[src/rtl/audio_sample_fifo.sv]
`default_nettype none
// ============================================================================
// Module   : audio_sample_fifo
// Brief    : Stereo sample FIFO drained by the DAC word clock (lrck).
// Revision : 1.0
// ============================================================================
module audio_sample_fifo #(
  parameter int DEPTH_LOG2 = 3
) (
  input  logic                  clk,
  input  logic                  rst_n,
  input  logic [15:0]           in_left,
  input  logic [15:0]           in_right,
  input  logic                  in_valid,
  output logic                  in_ready,
  input  logic                  flush,
  input  logic                  lrck,
  output logic [15:0]           left,
  output logic [15:0]           right,
  output logic [DEPTH_LOG2:0]   level,
  output logic                  underrun,
  output logic [7:0]            underrun_count
);

  localparam int                  c_DEPTH   = 1 << DEPTH_LOG2;
  localparam logic [15:0]         c_SILENCE = 16'h8000;
  localparam logic [DEPTH_LOG2:0] c_PTR_ONE = {{DEPTH_LOG2{1'b0}}, 1'b1};

  logic                  r_lrck_meta;
  logic                  r_lrck_sync;
  logic                  r_lrck_hist;
  logic [DEPTH_LOG2:0]   r_wr_ptr;
  logic [DEPTH_LOG2:0]   r_rd_ptr;
  logic [31:0]           r_mem [c_DEPTH];
  logic [15:0]           r_left;
  logic [15:0]           r_right;
  logic                  r_underrun;
  logic [7:0]            r_underrun_count;

  logic                  w_pop_req;
  logic                  w_full;
  logic                  w_empty;
  logic                  w_ready;
  logic                  w_push;
  logic                  w_pop;
  logic                  w_underrun;
  logic [DEPTH_LOG2:0]   w_level;

  always_ff @(posedge clk or negedge rst_n) begin
    if (!rst_n) begin
      r_lrck_meta <= 1'b0;
      r_lrck_sync <= 1'b0;
      r_lrck_hist <= 1'b0;
    end else begin
      r_lrck_meta <= lrck;
      r_lrck_sync <= r_lrck_meta;
      r_lrck_hist <= r_lrck_sync;
    end
  end

  assign w_pop_req  = r_lrck_sync & ~r_lrck_hist;
  assign w_level    = r_wr_ptr - r_rd_ptr;
  assign w_empty    = (r_wr_ptr == r_rd_ptr);
  assign w_full     = (r_wr_ptr[DEPTH_LOG2] != r_rd_ptr[DEPTH_LOG2]) &&
                      (r_wr_ptr[DEPTH_LOG2-1:0] == r_rd_ptr[DEPTH_LOG2-1:0]);
  assign w_ready    = ~w_full & ~flush;
  assign w_push     = in_valid & w_ready;
  // Emptiness is judged before this cycle's push, so a same-cycle push cannot satisfy a pop.
  assign w_pop      = w_pop_req & ~w_empty & ~flush;
  assign w_underrun = w_pop_req & w_empty & ~flush;

  always_ff @(posedge clk) begin
    if (w_push) begin
      r_mem[r_wr_ptr[DEPTH_LOG2-1:0]] <= {in_left, in_right};
    end
  end

  always_ff @(posedge clk or negedge rst_n) begin
    if (!rst_n) begin
      r_wr_ptr <= '0;
      r_rd_ptr <= '0;
    end else if (flush) begin
      r_wr_ptr <= '0;
      r_rd_ptr <= '0;
    end else begin
      if (w_push) r_wr_ptr <= r_wr_ptr + c_PTR_ONE;
      if (w_pop)  r_rd_ptr <= r_rd_ptr + c_PTR_ONE;
    end
  end

  always_ff @(posedge clk or negedge rst_n) begin
    if (!rst_n) begin
      r_left           <= c_SILENCE;
      r_right          <= c_SILENCE;
      r_underrun       <= 1'b0;
      r_underrun_count <= 8'd0;
    end else if (flush) begin
      r_left           <= c_SILENCE;
      r_right          <= c_SILENCE;
      r_underrun       <= 1'b0;
    end else begin
      r_underrun <= w_underrun;
      if (w_pop) begin
        r_left  <= r_mem[r_rd_ptr[DEPTH_LOG2-1:0]][31:16];
        r_right <= r_mem[r_rd_ptr[DEPTH_LOG2-1:0]][15:0];
      end
      if (w_underrun && (r_underrun_count != 8'hFF)) begin
        r_underrun_count <= r_underrun_count + 8'd1;
      end
    end
  end

  assign in_ready       = w_ready;
  assign left           = r_left;
  assign right          = r_right;
  assign level          = w_level;
  assign underrun       = r_underrun;
  assign underrun_count = r_underrun_count;

endmodule
`default_nettype wire

[config.mk]
export PLATFORM = sky130hd
export DESIGN_NAME = audio_sample_fifo
export DESIGN_NICKNAME = d
export VERILOG_FILES = /design/src/rtl/audio_sample_fifo.sv
export SDC_FILE = /design/constraint.sdc
export NUM_CORES = 1
export LEC_CHECK = 0
export ABC_AREA = 1
export CAP_MARGIN = 25
export CORE_MARGIN = 3
export CORE_UTILIZATION = 30
export CTS_CLUSTER_DIAMETER = 80
export CTS_CLUSTER_SIZE = 40
export DETAILED_ROUTE_END_ITERATION = 6
export PLACE_DENSITY = 0.49
export SETUP_SLACK_MARGIN = 0.02
export SLEW_MARGIN = 20
export SYNTH_ARGS = -nofsm -noshare
export SYNTH_HDL_FRONTEND = slang
export SYNTH_SLANG_ARGS = --single-unit
[constraint.sdc]
create_clock -name clk -period 4 [get_ports clk]
set_input_delay 1.2 -clock clk [delete_from_list [all_inputs] [get_ports clk]]
set_output_delay 1.2 -clock clk [all_outputs]
set_load 0.02 [all_outputs]
# --- After elaboration in Yosys (flattened, before gate mapping) ---
# Memory sizes are Yosys's and may differ from the RTL's.
# Cells that the tools add are included.
classes:
  n_addsub: 4
  n_eq_ne: 4
  muxes: 11
  n_bitwise: 11
  n_reduce_logical: 5
op_table:
  columns: ["op", "count"]
  rows:
  - ["two-way mux 16 bit", 4]
  - ["two-way mux 4 bit", 4]
  - ["adder 4 x 1 -> 4 bit, second input constant", 2]
  - ["adder 8 x 1 -> 8 bit, second input constant", 1]
  - ["inequality test 8 bit, second input constant", 1]
  - ["AND 1 bit", 7]
  - ["equality test 4 bit", 1]
  - ["NOT 1 bit", 4]
  - ["nonzero test 2 bit", 2]
  - ["subtractor 4 bit", 1]
  - ["equality test 3 bit", 1]
  - ["two-way mux 1 bit", 3]
  - ["logical AND 1 bit", 2]
  - ["AND reduction 2 bit", 1]
  - ["inequality test 1 bit", 1]
totals:
  register_bits: 52
  ram_bits: 256
  input_bits: 37
  word_cells: 45
  n_memories: 1
memory_table:
  columns: ["memory", "depth", "width", "rd", "rd_clocked_by_memory_dff", "wr", "line_no", "text"]
  rows:
  - ["r_mem", 8, 32, 1, 0, 1, "34", "logic [31:0] r_mem [c_DEPTH];"]

# --- Logic depth before layout (Yosys ltp) ---
# Gate-level depths: netlist of the first run.
depth:
  word_depth: 7
  ltp_mapped: 13

# --- Worst setup path before layout of the first run ---
# No wires, ideal clock.
synth_path:
  path_kind: "register to register"
  from: "register r_rd_ptr[2]"
  to: "memory r_mem[1][0], enable pin"
  setup_ps: 461
  arrival_ps: 3814
  t_required_ps: 3539
  path_slack_ps: -275
  path_stages_with_launch: 10
  n_path_buf: 2
  cell_sequence: "dfrtp_1 buf_2 clkinv_1 clkbuf_1 ha_1 nand2_2 nor2_4 nand2_1 nand3_2 nor3_1"
synth_via:
  elab_chain_cells: 7
synth_lines:
  columns: ["item", "line_no", "text"]
  rows:
  - ["start: declaration", "33", "logic [DEPTH_LOG2:0] r_rd_ptr;"]
  - ["start signal: assignment", "87", "if (w_pop) r_rd_ptr <= r_rd_ptr + c_PTR_ONE;"]
  - ["equality test 3 bit", "65", "(r_wr_ptr[DEPTH_LOG2-1:0] == r_rd_ptr[DEPTH_LOG2-1:0]);"]
  - ["logical AND 1 bit", "64", "assign w_full = (r_wr_ptr[DEPTH_LOG2] != r_rd_ptr[DEPTH_LOG2]) &&"]
  - ["NOT 1 bit", "66", "assign w_ready = ~w_full & ~flush;"]
  - ["AND 1 bit", "66", null]
  - ["AND 1 bit", "67", "assign w_push = in_valid & w_ready;"]
  - ["two-way mux 1 bit", "73", "if (w_push) begin"]
  - ["two-way mux 1 bit (not written as such)", "74", "r_mem[r_wr_ptr[DEPTH_LOG2-1:0]] <= {in_left, in_right};"]
  - ["end: declaration", "34", null]
# Every way passes these cells.

# --- Final worst setup path of the first run ---
layout_path:
  from: "register r_wr_ptr[0]"
  to: "output port level[2]"
layout_via:
  elab_chain_cells: 1
layout_lines:
  columns: ["item", "line_no", "text"]
  rows:
  - ["start: declaration", "32", "logic [DEPTH_LOG2:0] r_wr_ptr;"]
  - ["start signal: assignment", "86", "if (w_push) r_wr_ptr <= r_wr_ptr + c_PTR_ONE;"]
  - ["subtractor 4 bit", "62", "assign w_level = r_wr_ptr - r_rd_ptr;"]
  - ["end: declaration", "20", "output logic [DEPTH_LOG2:0] level,"]
# Every way passes these cells.

==> results of run 1 <==
-- power groups by stage --
stage               registers, uW  clock network, uW  logic (uW)
detailed placement           3690                  0         720
global placement             3690                  0         715
CTS                          3620               2260         723
global route                 3630               2390         790
finish                       3620               2190         703
floorplan                    3730                  0         368
-- through the flow --
step | cell area (um^2) | power [uW]
final | 14600 | 6510
after global routing | 14600 | 6810
after CTS | 14600 | 6600
after detailed placement | 13900 | 4410
after global placement | 13900 | 4400
after floorplan | 12500 | 4100
-- layout make-up --
type                    instances  area share, %
clock buffers                  20           3.35
clock inverters                12           1.15
inverters                      39           1.04
flip-flops and latches        308           61.6
diodes                          1         0.0171
repair buffers                102           7.21
multi-input cells             657           21.1
well taps                     532           4.56
-- layer usage --
layer  routed length (um)  track usage [%]
met5                   13                0
met4                  281             2.08
met2                13600             21.6
met1                14400             19.2
met3                 1110             2.17
-- kinds of logic (layout without fill, tap and decap cells) --
| group | after synthesis | in the layout | share of synthesized area, % |
|---|---|---|---|
| xor+xnor | 9 | 9 | 0.632 |
| flops | 308 | 308 | 72.1 |
| fa+ha+maj | 7 | 7 | 0.762 |
| compound gates | 129 | 129 | 5.31 |
| simple gates | 512 | 512 | 17.5 |
| buf+inv | 95 | 173 | 3.71 |
| other cells | 0 | 1 | 0 |
-- cells in the final DEF, fill, tap and decap left out, types with 2 or more instances in the layout --
cell type and instances:
nand3_1 112, clkdlybuf4s50_1 81, clkbuf_16 19, inv_2 3, nor2_4 7, inv_8 4
ha_1 6, dfrtp_1 48, inv_1 33, o21ai_0 124, nor3_2 4, edfxtp_1 256
nand2_4 2, inv_4 2, nand2_2 12, nor2_1 246, inv_12 3, nand2_1 120
o21ai_1 2, xnor2_1 4, xor2_1 5, buf_12 7, nand4_1 4, buf_4 13
inv_16 2, dfstp_2 2
-- flip-flops by register name, indices dropped and copies added, names as in the netlist --
signal and cells:
r_lrck_hist 1, r_mem 256, underrun 1, r_lrck_meta 1
r_rd_ptr 4, underrun_count 8, right 16, left 16
r_wr_ptr 4, r_lrck_sync 1
-- worst register-to-register path: cells and delay by family, from the launching register on --
family          cells  cell delay (ns)
flops               1             0.41
buf+inv             3             0.60
simple gates        3             1.07
fa+ha+maj           1             0.27
compound gates      1             0.22
-- worst paths after layout --
kind / end
worst max-delay path: level[2]
worst max register to register: r_mem[0][22]
worst min-delay path: r_lrck_sync
min in group asynchronous: right[14]
worst min register to register: r_lrck_sync
max in group asynchronous: r_rd_ptr[0]
==> metrics.yaml, run 1 <==
power_and_ir_drop:
  p_switching_uw: 1700
  ir_worst_vdd_v: 0.000260
  p_leak_uw: 0.00530
  p_seq_share_pct: 55.6
  p_comb_share_pct: 10.8
  clockPowerShare_pct: 33.6
  internal_power_uw: 4810
  power_density_mw_per_mm2: 446
  switching_share_pct: 26.2
place:
  portBuffers: 82
  place_congestion: 0.738
  hpwl_um: 16300
  place_ws_ns: 0.327
  dp_cells: 1638
yosys:
  synth_edf_count: 256
  yosysWarnings: 0
  synth_async_sr_flop_share_pct: 16.9
  syn_inst: 1060
  synth-main-ff-cell: "edfxtp_1"
  syn_area_per_cell_um2: 11.8
  yosysSeqAreaShare_pct: 72.1
  ys_top_cells_by_count: "edfxtp_1, nor2_1, o21ai_0, nand2_1, nand3_1"
  ys_seq_elements: 308
  synth_nets: 1104
  synth.most_common_cell: "edfxtp_1"
  synthTopCellsByArea: "edfxtp_1, dfrtp_1, nor2_1, o21ai_0, nand3_1"
  synth_area_mm2: 0.0125
  synth_cell_type_count: 36
  yosysTopAreaCellShare_pct: 61.6
  yosysTopAreaCell: "edfxtp_1"
global_route:
  grt.total_usage_pct: 13.3
  antenna_found_initial: 1
  overflow: 0
  grt_pass1_wl_um: 46200
  grt_max_degree: 87
  grt_pass1_vias: 7718
final_layout:
  num-nets-final: 1170
  n_fill_cell: 4031
  multi_input_area_mm2: 0.00308
  regArea_mm2: 0.00900
  area_growth_pct: 17.0
  drive_gt1_share_pct: 8.17
  final_core_util_pct: 35.7
  instances_no_fill: 1671
critical_path:
  r2r_setup_slack_ns: 1.17
  critical-path-top-delay-family: "buffers and inverters"
  cp.depth: 5
  arrival_ns: 2.57
  required_ns: 2.80
  cp-end-kind: "primary output"
  crit_start: "r_wr_ptr[0]"
  rr_worst_depth: 8
  crit_path_top_delay_cell: "clkdlybuf4s50_1"
  crit_type: "reg -> out"
  crit_buf_inv: 2
  cp_slowest_stage_delay_ns: 0.65
  startpoint_type: "flop"
  cp_cell_sequence: "inv_1 -> ha_1 -> fa_1 -> xnor2_1 -> clkdlybuf4s50_1"
  timing.rr.start: "r_wr_ptr[0]"
  cp_max_fo: 5
die:
  die_h_um: 210
  die_w_um: 210
  start_util_pct: 30.5
  dieArea_mm2: 0.0441
  core_mm2: 0.0409
  io_pins: 83
  rows: 74
clocking:
  cts_buffer_depth: 3
  clock-sinks: 308
  tritoncts: "done"
  post_cts_buffers: 0
  cts_buffers: 18
  cts_hold_buffers: 0
  cts_resized: 0
  clock-root-buffer: "clkbuf_16"
  h-tree-depth: 1
  clkTransAtPathRegs_ns: 0.09
  clock_latency_ns: 0.53
detailed_routing:
  wire_per_inst_um: 17.6
  remaining_drc_errors: 0
  wl_um: 29400
  drtPass1Iterations: 5
  avgViaCountPerCell: 4.58
  vias: 7646
  ant_nets: 0
  drt_iter0_drc: 699
sta:
  holdWs_ns: 0.381
  finalWorstSetupSlack_ns: 0.229
  fin_skew_ns: 0.0283
  rsz0062_at_grt: "no"
  setup_viol_count_final: 0
  fin_tns_setup_ns: 0
  fmax_ghz: 0.265
  worst_pin_slew_ns: 0.966
  finalHoldViolCount: 0
  fin_crit_sh_pct: 94.3
  maxSlewViolCount: 0
  period_needed_ns: 3.77
  relSlewSlack_pct: 35.6
job:
  maxCapViolCount: 0
outcome:
  status: "completed"
hold_path:
  hold_depth: 0
  hp-start: "r_lrck_meta"
  hold_path.class: "reg -> reg"
No activity file was read; power rests on OpenSTA's default activity.
==> run 2, diff against run 1 <==
- TNS_END_PERCENT: default -> 100
==> results of run 2 <==
No change in the layout: final DEF, timing and power equal those of run 1.
==> patch: new RTL, flow settings as in run 2 <==
`DEPTH_LOG2`: 3 -> 2.
--- a/src/rtl/audio_sample_fifo.sv
+++ b/src/rtl/audio_sample_fifo.sv
@@ -7,3 +7,3 @@
 module audio_sample_fifo #(
-  parameter int DEPTH_LOG2 = 3
+  parameter int DEPTH_LOG2 = 2
 ) (
Interface: changed (resized level); port bits go from 83 to 82. The function was not compared with the original's and may differ.
==> patch against run 2 <==
Die area down 41%. Sequential cell count down 130. Design area fell by 38%. Routed wire length down 45%. Setup slack worse by 6.7 ps. Fmax down 0.18%. Synthesized area decreased by 42%. Power fell by 9.2%. Sequential share of layout area decreased by 5.0 points. Combinational power rose to 2.7 times the old value. Core utilization up 2.4 points. Critical endpoint is now in_ready. Largest cell class unchanged. Highest routed layer unchanged.
==> patch: results (changes against run 2) <==
status:
  status: "finished clean"
synth:
  synth_cell_type_count: 26  # -28%
  ys_seq_area_share_pct: 70.4  # -1.7 points
  ys_top_cells_by_count: "nand2_1, edfxtp_1, nand3_1"
  synth_enable_flop_cells: 128  # -50%
  synth_nets: 674  # -39%
  synth_compound_area_share_pct: 3.23  # -2.1 points
  yosys-top-cells-area: "edfxtp_1, dfrtp_1, nand2_1"
  synthAdderAreaFrac_pct: 1.66  # +0.90 points
  synthXorXnorAreaFrac_pct: 0.725  # +0.094 points
  synth_seq_cells: 178  # -42%
  synthArstFlopShare_pct: 28.1  # +11 points
cells_and_area:
  multi_input_cells: 394  # -40%
  nNonClkBuffers: 94  # -7.8%
  nNetsFinal: 755  # -35%
  fillers: 2246  # -44%
  largest_register_ffs: 128  # -50%
  clkbuf_count: 18  # -10%
  clockNetworkAreaShare_pct: 6.41  # +1.9 points
  drive_above_1_share_pct: 10.9  # +2.8 points
  num_antenna_cells: 0  # -1
  seqAreaFraction_pct: 56.7  # -5.0 points
  multiInputGateArea_um2: 1900  # -38%
  bufAreaShareNonClock_pct: 10.5  # +3.2 points
global_routing:
  grt_pass1_wl_mm: 25.3  # -45%
  grt_antenna_before_repair: 2  # +1
  grt_usage_pct: 12.6  # -0.63 points
  grt_pass1_vias: 4613  # -40%
  grt_max_degree: 68  # -22%
power_and_ir_drop:
  p_leak_nw: 3.48  # -34%
  ir_drop_uv: 269  # +3.7%
worst_setup_path:
  crit_fanout: 4  # -1
  reg2reg_slack_ps: 1190  # +20 ps
  worstPathArrival_ps: 2580  # about the same
  r2r_start: "r_rd_ptr[1]$_DFFE_PN0P_"
  critPathCapture: "in_ready"
  crit_path_start: "flush"
  r2r-end: "r_mem[0][6]$_DFFE_PP_"
detailed_routing:
  drt-total-wl_mm: 16.3  # -45%
  drt_iter0_drc: 282  # -60%
  firstDrtPassIters: 4  # -1
  wl_per_cell_um: 15.6  # -11%
  num_vias: 4660  # -39%
place:
  portBuffers: 81  # -1.2%
  dp_cells: 1009  # -38%
  place_hpwl_mm: 9.76  # -40%
clocking:
  clk_latency_ps: 420  # -110 ps
  cts_buffers: 17  # -1
  ctsHtreeMaxLevel: 4  # +3
sta:
  fin_skew_ps: 7.88  # -20.4 ps
  tightestPinTransition_ps: 748  # -219 ps
floorplan:
  core_um2: 23600  # -42%
## patch: changes by cell type in the layout (fill, tap and decap cells not counted), moves of 4 or more
cell / before / now
buf_12: 7 / 3
edfxtp_1: 256 / 128
inv_1: 33 / 21
inv_6: 1 / 8
nand2_1: 120 / 210
nand3_1: 112 / 106
nor2_1: 246 / 9
nor3_2: 4 / 0
o21ai_0: 124 / 3
o21ai_1: 2 / 20
o21ai_2: 0 / 12
## patch: per-stage QoR
| step | hold WS [ps] | power, mW | worst slack (ps) | cell area, um2 |
|---|---|---|---|---|
| floorplan | 331 | 3.62 | 521 | 7240 |
| global placement | 340 | 4.31 | 308 | 8410 |
| detailed placement | 344 | 4.37 | 254 | 8430 |
| CTS | 358 | 6.00 | 240 | 9000 |
| global route | 369 | 6.27 | 168 | 9000 |
| finish | 355 | 5.91 | 222 | 9000 |
## patch: power by group
part / switching [mW] / internal [mW] / leakage [nW] / total [mW]
Combinational: 1.17 / 0.734 / 1.39 / 1.90
Clock: 0.714 / 0.893 / 0.285 / 1.61
Sequential: 0.158 / 2.24 / 1.81 / 2.39
Total: 2.04 / 3.86 / 3.48 / 5.91
## patch: critical path, stage by stage
cell and delay (ps):
clkdlybuf4s50_1 480, a21oi_1 240, clkdlybuf4s50_1 660
## patch: cell families (layout without fill, tap and decap cells)
family,count (synthesis),after routing
AO/OA/AOI/OAI,37,37
AND/OR/NAND/NOR,342,342
adder cells (fa/ha/maj),9,9
flip-flops,178,178
buffers and inverters,56,150
XOR/XNOR,6,6
## patch: layer usage
layer	vias to the layer above	track usage [%]	share of wire, %
met1	2250	16.0	46
met4	4	3.21	0.60
met3	11	3.87	4.9
met2	91	21.2	48
met5	-	0	0.21
li1	2304	-	-
